`config.mk`:
```
export PLATFORM = sky130hd
export DESIGN_NAME = l2_cache_writeback_queue
export DESIGN_NICKNAME = d
export VERILOG_FILES = /design/src/rtl/l2_cache_writeback_queue_pkg.sv /design/src/rtl/l2_cache_writeback_queue_match.sv /design/src/rtl/l2_cache_writeback_queue.sv
export SDC_FILE = /design/constraint.sdc
export NUM_CORES = 2
export LEC_CHECK = 0
export BUFFER_PORTS_ARGS = -buffer_cell sky130_fd_sc_hd__buf_2
export CAP_MARGIN = 10
export CORE_AREA = 3 3 624 626
export DETAILED_ROUTE_END_ITERATION = 6
export DIE_AREA = 0 0 627 629
export GPL_TIMING_DRIVEN = 0
export PLACE_DENSITY_LB_ADDON = 0.12
export SLEW_MARGIN = 25
export SYNTH_ARGS = -nofsm -noshare
export SYNTH_HDL_FRONTEND = slang
export SYNTH_SLANG_ARGS = --single-unit
```
`constraint.sdc`:
```
create_clock -name clk -period 18.39 [get_ports clk]
set_clock_uncertainty 0.2 [all_clocks]
set_input_delay 5.517 -clock clk [delete_from_list [all_inputs] [get_ports clk]]
set_output_delay 5.517 -clock clk [all_outputs]
set_load 0.03 [all_outputs]
```
`src/rtl/l2_cache_writeback_queue_pkg.sv`:
```
// Shared L2 writeback types: line address {tag,set} and line data.
package l2_cache_writeback_queue_pkg;

    localparam int NUM_SETS        = 256;
    localparam int SET_INDEX_WIDTH = $clog2(NUM_SETS);
    localparam int TAG_WIDTH       = 18;
    localparam int LINE_BITS       = 512;
    localparam int ADDR_WIDTH      = TAG_WIDTH + SET_INDEX_WIDTH;

    typedef struct packed {
        logic [TAG_WIDTH-1:0]       tag;
        logic [SET_INDEX_WIDTH-1:0] set_idx;
    } l2_line_addr_t;

    typedef logic [LINE_BITS-1:0] cache_line_data_t;

endpackage

```
`src/rtl/l2_cache_writeback_queue_match.sv`:
```
// Combinational {set,tag} compare against all queue entries (the l2_wb_match block).
// Returns a one-hot vector marking only the youngest valid match, searched back from tail.
module l2_cache_writeback_queue_match
    import l2_cache_writeback_queue_pkg::*;
#(
    parameter int DEPTH = 4,
    localparam int PTR_W = $clog2(DEPTH)
) (
    input  l2_line_addr_t    key,
    input  l2_line_addr_t    entry_addr [DEPTH],
    input  logic [DEPTH-1:0] entry_valid,
    input  logic [PTR_W-1:0] tail,
    output logic [DEPTH-1:0] hit_vec,
    output logic             hit
);

    // k=1 is the most recently written slot, k=DEPTH the oldest.
    always_comb begin
        hit_vec = '0;
        hit     = 1'b0;
        for (int k = 1; k <= DEPTH; k++) begin
            if (!hit && entry_valid[tail - PTR_W'(k)] && (entry_addr[tail - PTR_W'(k)] == key)) begin
                hit_vec[tail - PTR_W'(k)] = 1'b1;
                hit                       = 1'b1;
            end
        end
    end

endmodule

```
`src/rtl/l2_cache_writeback_queue.sv`:
```
// Writeback queue for dirty L2 victims with registered snoop; head outputs driven straight from storage.
// Optional L2_WB_COALESCE_EN merges a victim into a queued entry with the same {set,tag}.
module l2_cache_writeback_queue
    import l2_cache_writeback_queue_pkg::*;
#(
    parameter int DEPTH           = 4,
    parameter int ALMOST_FULL_GAP = 2
) (
    input  logic                       clk,
    input  logic                       reset,
    input  logic                       evict_en,
    input  logic                       evict_dirty,
    input  logic [SET_INDEX_WIDTH-1:0] evict_set,
    input  logic [TAG_WIDTH-1:0]       evict_tag,
    input  logic [LINE_BITS-1:0]       evict_data,
    output logic                       almost_full,
    output logic                       wb_valid,
    input  logic                       wb_ready,
    output logic [ADDR_WIDTH-1:0]      wb_addr,
    output logic [LINE_BITS-1:0]       wb_data,
    input  logic                       lookup_en,
    input  logic [SET_INDEX_WIDTH-1:0] lookup_set,
    input  logic [TAG_WIDTH-1:0]       lookup_tag,
    output logic                       lookup_hit,
    output logic [LINE_BITS-1:0]       lookup_data
);

    localparam int PTR_W = $clog2(DEPTH);
    localparam int CNT_W = PTR_W + 1;
    localparam logic [CNT_W-1:0] DEPTH_C = CNT_W'(DEPTH);
    localparam logic [CNT_W-1:0] GAP_C   = CNT_W'(ALMOST_FULL_GAP);

    l2_line_addr_t    addr_q [DEPTH];
    cache_line_data_t data_q [DEPTH];
    logic [DEPTH-1:0] valid_q, next_valid;
    logic [PTR_W-1:0] head_q, tail_q;
    logic [CNT_W-1:0] count_q, next_count;

    l2_line_addr_t    evict_addr, lookup_addr;
    logic             full, pop, push_req, push, drop, coal_wr;
    logic [DEPTH-1:0] coal_vec;

    assign evict_addr  = {evict_tag, evict_set};
    assign lookup_addr = {lookup_tag, lookup_set};

    assign full     = (count_q == DEPTH_C);
    assign wb_valid = (count_q != '0);
    assign pop      = wb_valid && wb_ready;
    assign push_req = evict_en && evict_dirty;

`ifdef L2_WB_COALESCE_EN
    logic coal_match;

    l2_cache_writeback_queue_match #(.DEPTH(DEPTH)) u_coal_match (
        .key         (evict_addr),
        .entry_addr  (addr_q),
        .entry_valid (valid_q),
        .tail        (tail_q),
        .hit_vec     (coal_vec),
        .hit         (coal_match)
    );

    // A head leaving this cycle cannot absorb new data; allocate a fresh entry instead.
    assign coal_wr = push_req && coal_match && !(pop && coal_vec[head_q]);
`else
    assign coal_vec = '0;
    assign coal_wr  = 1'b0;
`endif

    assign push = push_req && !coal_wr && (!full || pop);
    assign drop = push_req && !coal_wr && full && !pop;

    always_comb begin
        next_count = count_q;
        if (push && !pop) begin
            next_count = count_q + 1'b1;
        end else if (!push && pop) begin
            next_count = count_q - 1'b1;
        end
    end

    // At full with push+pop head==tail, so the set must follow the clear.
    always_comb begin
        next_valid = valid_q;
        if (pop) begin
            next_valid[head_q] = 1'b0;
        end
        if (push) begin
            next_valid[tail_q] = 1'b1;
        end
    end

    always_ff @(posedge clk or posedge reset) begin
        if (reset) begin
            head_q      <= '0;
            tail_q      <= '0;
            count_q     <= '0;
            valid_q     <= '0;
            almost_full <= 1'b0;
        end else begin
            count_q     <= next_count;
            valid_q     <= next_valid;
            almost_full <= (DEPTH_C - next_count) <= GAP_C;
            if (push) begin
                tail_q <= tail_q + 1'b1;
            end
            if (pop) begin
                head_q <= head_q + 1'b1;
            end
        end
    end

    always_ff @(posedge clk) begin
        if (push) begin
            addr_q[tail_q] <= evict_addr;
            data_q[tail_q] <= evict_data;
        end
        for (int i = 0; i < DEPTH; i++) begin
            if (coal_wr && coal_vec[i]) begin
                data_q[i] <= evict_data;
            end
        end
    end

    assign wb_addr = addr_q[head_q];
    assign wb_data = data_q[head_q];

    logic [DEPTH-1:0] snoop_vec;
    logic             snoop_hit, bypass;
    cache_line_data_t snoop_data;

    l2_cache_writeback_queue_match #(.DEPTH(DEPTH)) u_snoop_match (
        .key         (lookup_addr),
        .entry_addr  (addr_q),
        .entry_valid (valid_q),
        .tail        (tail_q),
        .hit_vec     (snoop_vec),
        .hit         (snoop_hit)
    );

    // The victim being written this cycle is younger than anything stored.
    assign bypass = (push || coal_wr) && (evict_addr == lookup_addr);

    always_comb begin
        snoop_data = evict_data;
        if (!bypass) begin
            for (int i = 0; i < DEPTH; i++) begin
                if (snoop_vec[i]) begin
                    snoop_data = data_q[i];
                end
            end
        end
    end

    always_ff @(posedge clk or posedge reset) begin
        if (reset) begin
            lookup_hit <= 1'b0;
        end else begin
            lookup_hit <= lookup_en && (bypass || snoop_hit);
        end
    end

    always_ff @(posedge clk) begin
        if (lookup_en && (bypass || snoop_hit)) begin
            lookup_data <= snoop_data;
        end
    end

    always @(posedge clk) begin
        if (!reset) begin
            assert (!drop) else $error("writeback queue: enqueue while full, victim dropped");
        end
    end

endmodule
```
; Yosys cells after proc, flatten, opt, wreduce, memory -nomap -nowiden
; Memories as Yosys holds them, arrays and structs flattened.
; Index checks and enable logic that the tools add are counted.
; Widths: inputs -> output; s select.
[word_totals]
register_bits = 629
ramBits = 2048
input_bits = 570
output_inout_bits = 1053
word_cells = 142
n_memories = 1
[op_classes]
n_addsub = 8
order_cmp = 17
n_eq_ne = 6
muxes = 55
bitwise_logic = 11
reduce_logical = 29
[memory_table]
columns = memory, words, width, read_ports, rd_ports_with_merged_regs, write_ports, line
row1 = data_q, 4, 512, 5, 0, 1, l2_cache_writeback_queue.sv:34  ; cache_line_data_t data_q [DEPTH];
[ops]
columns = op, n
row1 = $mux 512, 5
row2 = $mux 26, 11
row3 = $bmux 26 s2, 5
row4 = $eq 26x26->1, 5
row5 = $bwmux 104, 1
row6 = $demux 26 s2, 1
row7 = $mux 4, 6
row8 = $logic_and 1x1->1, 20
row9 = $or 4x4->4, 4
row10 = $ge 3x3->1 const B, 5
row11 = $lt 2x3->1 const B, 5
row12 = $mux 1, 15
row13 = $not 2->3, 5
row14 = $demux 1 s2, 5
row15 = $ge 2x1->1 const B, 5
row16 = $bmux 1 s2, 4
row17 = $logic_not 1->1, 6
row18 = $mux 3, 2
row19 = $add 2x1->2 const B, 2
row20 = $and 4x4->4, 1
row21 = $not 4->4, 1
row22 = $sub 2x2->2 const B, 2
row23 = $add 3x1->3 const B, 1
row24 = $eq 3x3->1 const B, 1
row25 = 7 further kinds, 8

; Logic depth before layout (Yosys ltp)
[logic_depth]
depth_word = 25
ltp_mapped = 28
ltp_nobuf = 13

; Cells and area by module
; Synthesis repeated with hierarchy kept, for this count alone.
[hier_totals]
hier_cells = 7373
hier_area_um2 = 128200.5
[by_module_without_submodules]
columns = mod, instances, cells_per_inst, area_each_um2, seq_area_each_um2
row1 = l2_cache_writeback_queue, 1, 6859, 124111.5, 80322.0
row2 = l2_cache_writeback_queue_match, 1, 514, 4088.9, 0.0

; Worst setup path after synthesis
; No wires, ideal clock.
[synth_timing]
kind = input to register
start = input lookup_set[7]
end = register lookup_hit
setup_ps = 1336
arrival_ps = 18837
t_required_ps = 16854
path_slack_ps = -1983
stages = 9
path_buffers = 1
cell_sequence = clkbuf_1 -> inv_1 -> a22o_1 -> o31a_1 -> or4_1 -> nor4_2 -> nand2_1 -> nand4_1 -> o21a_1
[synth_via]
elab_chain_len = 17
elab_cells_between_ends = 22
cone_classes = eq/ne (5) / mux (4) / reduce/logical (13)
[synth_rtl]
columns = item, line
row1 = "start, declared", l2_cache_writeback_queue.sv:22  ; input logic [SET_INDEX_WIDTH-1:0] lookup_set,
row2 = $eq 26x26->1, l2_cache_writeback_queue_match.sv:22  ; if (!hit && entry_valid[tail - PTR_W'(k)] && (entry_addr[tail - PTR_W'(k)] == key)) begin
row3 = $logic_and 1x1->1, l2_cache_writeback_queue_match.sv:22
row4 = $mux 1, l2_cache_writeback_queue_match.sv:22
row5 = $logic_not 1->1, l2_cache_writeback_queue_match.sv:22
row6 = $logic_and 1x1->1 (2 in series), l2_cache_writeback_queue_match.sv:22
row7 = $mux 1, l2_cache_writeback_queue_match.sv:22
row8 = $logic_not 1->1, l2_cache_writeback_queue_match.sv:22
row9 = $logic_and 1x1->1 (2 in series), l2_cache_writeback_queue_match.sv:22
row10 = $mux 1, l2_cache_writeback_queue_match.sv:22
row11 = $logic_not 1->1, l2_cache_writeback_queue_match.sv:22
row12 = $logic_and 1x1->1 (2 in series), l2_cache_writeback_queue_match.sv:22
row13 = $mux 1, l2_cache_writeback_queue_match.sv:22
row14 = $logic_or 1x1->1 *, l2_cache_writeback_queue.sv:159  ; lookup_hit <= lookup_en && (bypass || snoop_hit);
row15 = $logic_and 1x1->1 *, l2_cache_writeback_queue.sv:159
row16 = "end signal, assigned", l2_cache_writeback_queue.sv:159
row17 = "end, declared", l2_cache_writeback_queue.sv:24  ; output logic lookup_hit,
; Mark *: on every way between the ends. The rest lies on a longest branch, timed or not.
; A chain may end at the register's enable or synchronous reset.

; Worst setup path in the final report
[layout_timing]
start = input lookup_set[5]
end = register lookup_data[414], data pin
[layout_via]
elab_chain_len = 20
elab_cells_between_ends = 31
cone_classes = eq/ne (5) / mux (12) / bitwise (3) / reduce/logical (11)
[layout_rtl]
columns = item, line
row1 = $eq 26x26->1, l2_cache_writeback_queue_match.sv:22
row2 = $logic_and 1x1->1, l2_cache_writeback_queue_match.sv:22
row3 = $mux 1, l2_cache_writeback_queue_match.sv:22
row4 = $logic_not 1->1, l2_cache_writeback_queue_match.sv:22
row5 = $logic_and 1x1->1 (2 in series), l2_cache_writeback_queue_match.sv:22
row6 = $mux 1, l2_cache_writeback_queue_match.sv:22
row7 = $logic_not 1->1, l2_cache_writeback_queue_match.sv:22
row8 = $logic_and 1x1->1 (2 in series), l2_cache_writeback_queue_match.sv:22
row9 = $mux 1, l2_cache_writeback_queue_match.sv:22
row10 = $logic_not 1->1, l2_cache_writeback_queue_match.sv:22
row11 = $logic_and 1x1->1 (2 in series), l2_cache_writeback_queue_match.sv:22
row12 = $mux 4, l2_cache_writeback_queue_match.sv:22
row13 = $mux 512 (4 in series), l2_cache_writeback_queue.sv:148  ; if (snoop_vec[i]) begin
row14 = $mux 512 *, l2_cache_writeback_queue.sv:146  ; if (!bypass) begin
row15 = named net snoop_data[414], l2_cache_writeback_queue.sv:130  ; cache_line_data_t snoop_data;
row16 = "end signal, assigned", l2_cache_writeback_queue.sv:165  ; lookup_data <= snoop_data;
row17 = "end, declared", l2_cache_writeback_queue.sv:25  ; output logic [LINE_BITS-1:0] lookup_data
; The timed path passes the listed nets; every way through them passes the cells marked *.

==> results.cfg <==
[worst_setup_path]
r2r_end = lookup_data[414]
slowest_stage = buf_2
worstSetupStartpointType = input port
worst_r2r_path_depth = 27
timing.critical_path.to_type = flop
critical_path_arrival_ns = 11.83
max_stage_delay_ns = 0.71
worstPathCellList = clkbuf_1, and2_1, a22o_1, or4_1, nor4_1, and4_1, buf_1, a2111oi_4, and2_1, buf_4, nor2_4, buf_2, clkbuf_1, a211oi_1, a211oi_1, a221o_1
rrSetupSlack_ns = 8.19
timing_worst_setup_path_type = in -> reg
worst_path_fanout_max = 10
crit-reg2reg-launch = tail_q[1]
cp_data_required_time_ns = 18.84

[die]
floorplan.initialDensity_pct = 32.3
dieHeight_um = 629
floorplan.rows = 228
fp.coreArea_sq_um = 385000
ios = 1623
dieArea_sq_um = 394000
die_w_um = 627

[logic_synthesis]
count_of_flip_flops_with_a_built_in_enable_after_synthesis = 2664
sequential_to_total_area_share_from_yosys_stat_pct = 64.7
synth-seq-cells = 2677
synth-async-reset-ratio_pct = 0.486
synth_area_sq_um = 124000
postSynthNetCount = 8166
synth_top_flop_cell = edfxtp_1
postSynthAreaPerCell_sq_um = 16.4
yosysUniqueCellTypes = 69
yosys_warnings = 0
syn-instance-count = 7580

[layout]
mostFrequentLayoutCells = edfxtp_1, buf_2, a211oi_1
synthToLayoutAreaGrowth_pct = 22.8
final_area_sq_um = 152000
multi_input_comb_area_sq_um = 38500
drive_gt1_share_pct = 35.3
finish.net_count = 10200
regArea_sq_um = 80300
most_common_cell_after_layout_fill_and_taps_aside = edfxtp_1
fillcell_total = 35800

[grt]
grt.overflow.total = 0
grt_max_degree = 46
wire_length_of_the_first_global_routing_pass_um = 745000
first_global_vias = 88500
grt_usage_pct = 26.8
antenna_found_initial = 240

[placed_design]
area_after_detailed_placement_sq_um = 142000
gp_congestion = 0.932
port_buffers = 1604
dpl.hpwl_um = 390000

[clock_tree]
cts_hold_repair.buffers = 0
ctsResizeCount = 0
tritoncts.num_buffers = 325
post_cts_setup_buffer_count = 0
clock_tree.buffer_depth = 4
cts_num_sinks = 2677
clkLatencyLatePin_ns = 0.93
htreeDepth = 5
cts_tree = built
clk_transition_reported_paths_ns = 0.07
cts-root-buf = clkbuf_16

[detailed_routing]
wl_um = 548000
first_pass_iters = 5
post_drt_via_cell_ratio = 5.81
dr.first_iter.drc_count = 8591
wl_per_cell_um = 36.4
postRouteAntennaNets = 0
drcViolationCount = 0
via_total_after_detailed_routing = 87600

[hold_path]
holdPathEnd = lookup_data[110]
min_from = data_q[3][110]
timing.hold.worst_path_depth = 1
hold_path_class = reg -> reg

[status]
run_status = completed

[timing]
rsz0062_at_grt = no
final-max-slew-violation-count = 0
whs_ns = 0.360
worst_slew_margin_rel_pct = 24.2
post-route-min-period_ns = 11.38
timing_worst_slew_pin_value_ns = 1.14
timing.final.crit_share_pct = 61.9
timing.fmax_ghz = 0.0878
setup-violations-final = 0
timing.final.hold_violations = 0

[run]
maxCapViolCount = 0

[power]
power.static_leakage_uw = 0.0531
power_density_nw_per_um2 = 140
worst_ir_drop_vdd_v = 0.0000880
-- worst max-delay path by stage --
stage                   from               end  slack (ns)
5_1_grt        lookup_set[5]  lookup_data[414]        6.97
4_1_cts        lookup_set[5]  lookup_data[414]        7.10
6_report       lookup_set[5]  lookup_data[414]        7.01
3_3_place_gp        evict_en    data_q[1][265]       -3.97
3_5_place_dp   lookup_set[5]  lookup_data[414]        6.11
2_1_floorplan  lookup_set[7]        lookup_hit        3.58
-- worst max-delay path: cells and delay by family --
kind / cells / cell delay [ns]
compound gates: 5 / 1.27
buf+inv: 5 / 2.27
simple gates: 6 / 2.71
-- flip-flops by register name, indices dropped and copies added, names as in the netlist --
name and cells:
data_q 2048, lookup_data 512, addr_q 104, valid_q 4, count_q 3, head_q 2
tail_q 2, almost_full 1, lookup_hit 1
-- routing by layer --
layer  GRT usage [%]  routed length [um]  vias to the layer above
met5               0                 635                        -
met4            17.2               42300                      100
met3            6.28               44200                     1149
met2            42.7              256000                     4391
met1            32.6              206000                    46100
li1                -                   -                    35900
-- Yosys cell counts (15+ instances only) --
| cell | n | area share [%] |
|---|---|---|
| o21a_1 | 515 | 3.1 |
| xor2_1 | 37 | 0.26 |
| edfxtp_1 | 2664 | 64 |
| mux2_2 | 15 | 0.14 |
| a221o_1 | 513 | 4.1 |
| buf_6 | 63 | 0.57 |
| nand4_1 | 18 | 0.091 |
| buf_1 | 95 | 0.29 |
| a211oi_1 | 697 | 4.2 |
| clkbuf_1 | 323 | 0.98 |
| o21ai_0 | 523 | 2.1 |
| inv_1 | 537 | 1.6 |
| buf_2 | 199 | 0.80 |
| ha_1 | 16 | 0.16 |
| nand2_1 | 31 | 0.094 |
| mux4_2 | 592 | 11 |
| a211oi_2 | 327 | 3.3 |
| nor2_1 | 17 | 0.051 |
| nand3_1 | 15 | 0.060 |
| mux2i_1 | 107 | 0.86 |
| xnor2_1 | 87 | 0.61 |
-- per-stage QoR --
stage               cells  total power [uW]  utilization [%]  worst slack (ns)  setup TNS, ns
floorplan            7580             12000                -              3.58              0
global placement    14200             15200             36.0             -3.97       -9677.83
detailed placement  14400             15000             36.8              6.11              0
CTS                 15000             21500             39.5              7.10              0
global route        15000             22000             39.6              6.97              0
finish              15100             21300             39.6              7.01              0
-- logic make-up after synthesis --
family	share of synthesized area, %
DFF	64.7
xor gates and xnor gates	0.875
muxes	11.7
and+or+nand+nor	0.658
buffers and inverters	4.32
AOI/OAI and AO/OA	17.5
adders and majority gates	0.161
-- power by group --
group | internal [uW] | leakage, uW | switching, uW
sequential | 7260 | 0.0243 | 219
clock | 3730 | 0.00511 | 2710
combinational | 2430 | 0.0237 | 4950
total | 13400 | 0.0531 | 7880
-- final cells by class --
type / instances / area share [%]
Antenna cell: 120 / 0.197
Buffer: 689 / 2.26
Clock buffer: 387 / 5.56
Clock inverter: 199 / 1.34
Inverter: 538 / 1.32
Multi-Input combinational cell: 3676 / 25.2
Sequential cell: 2677 / 52.7
Tap cell: 5060 / 4.15
Timing Repair Buffer: 1728 / 7.23
Power figures use the tool's default switching activity.
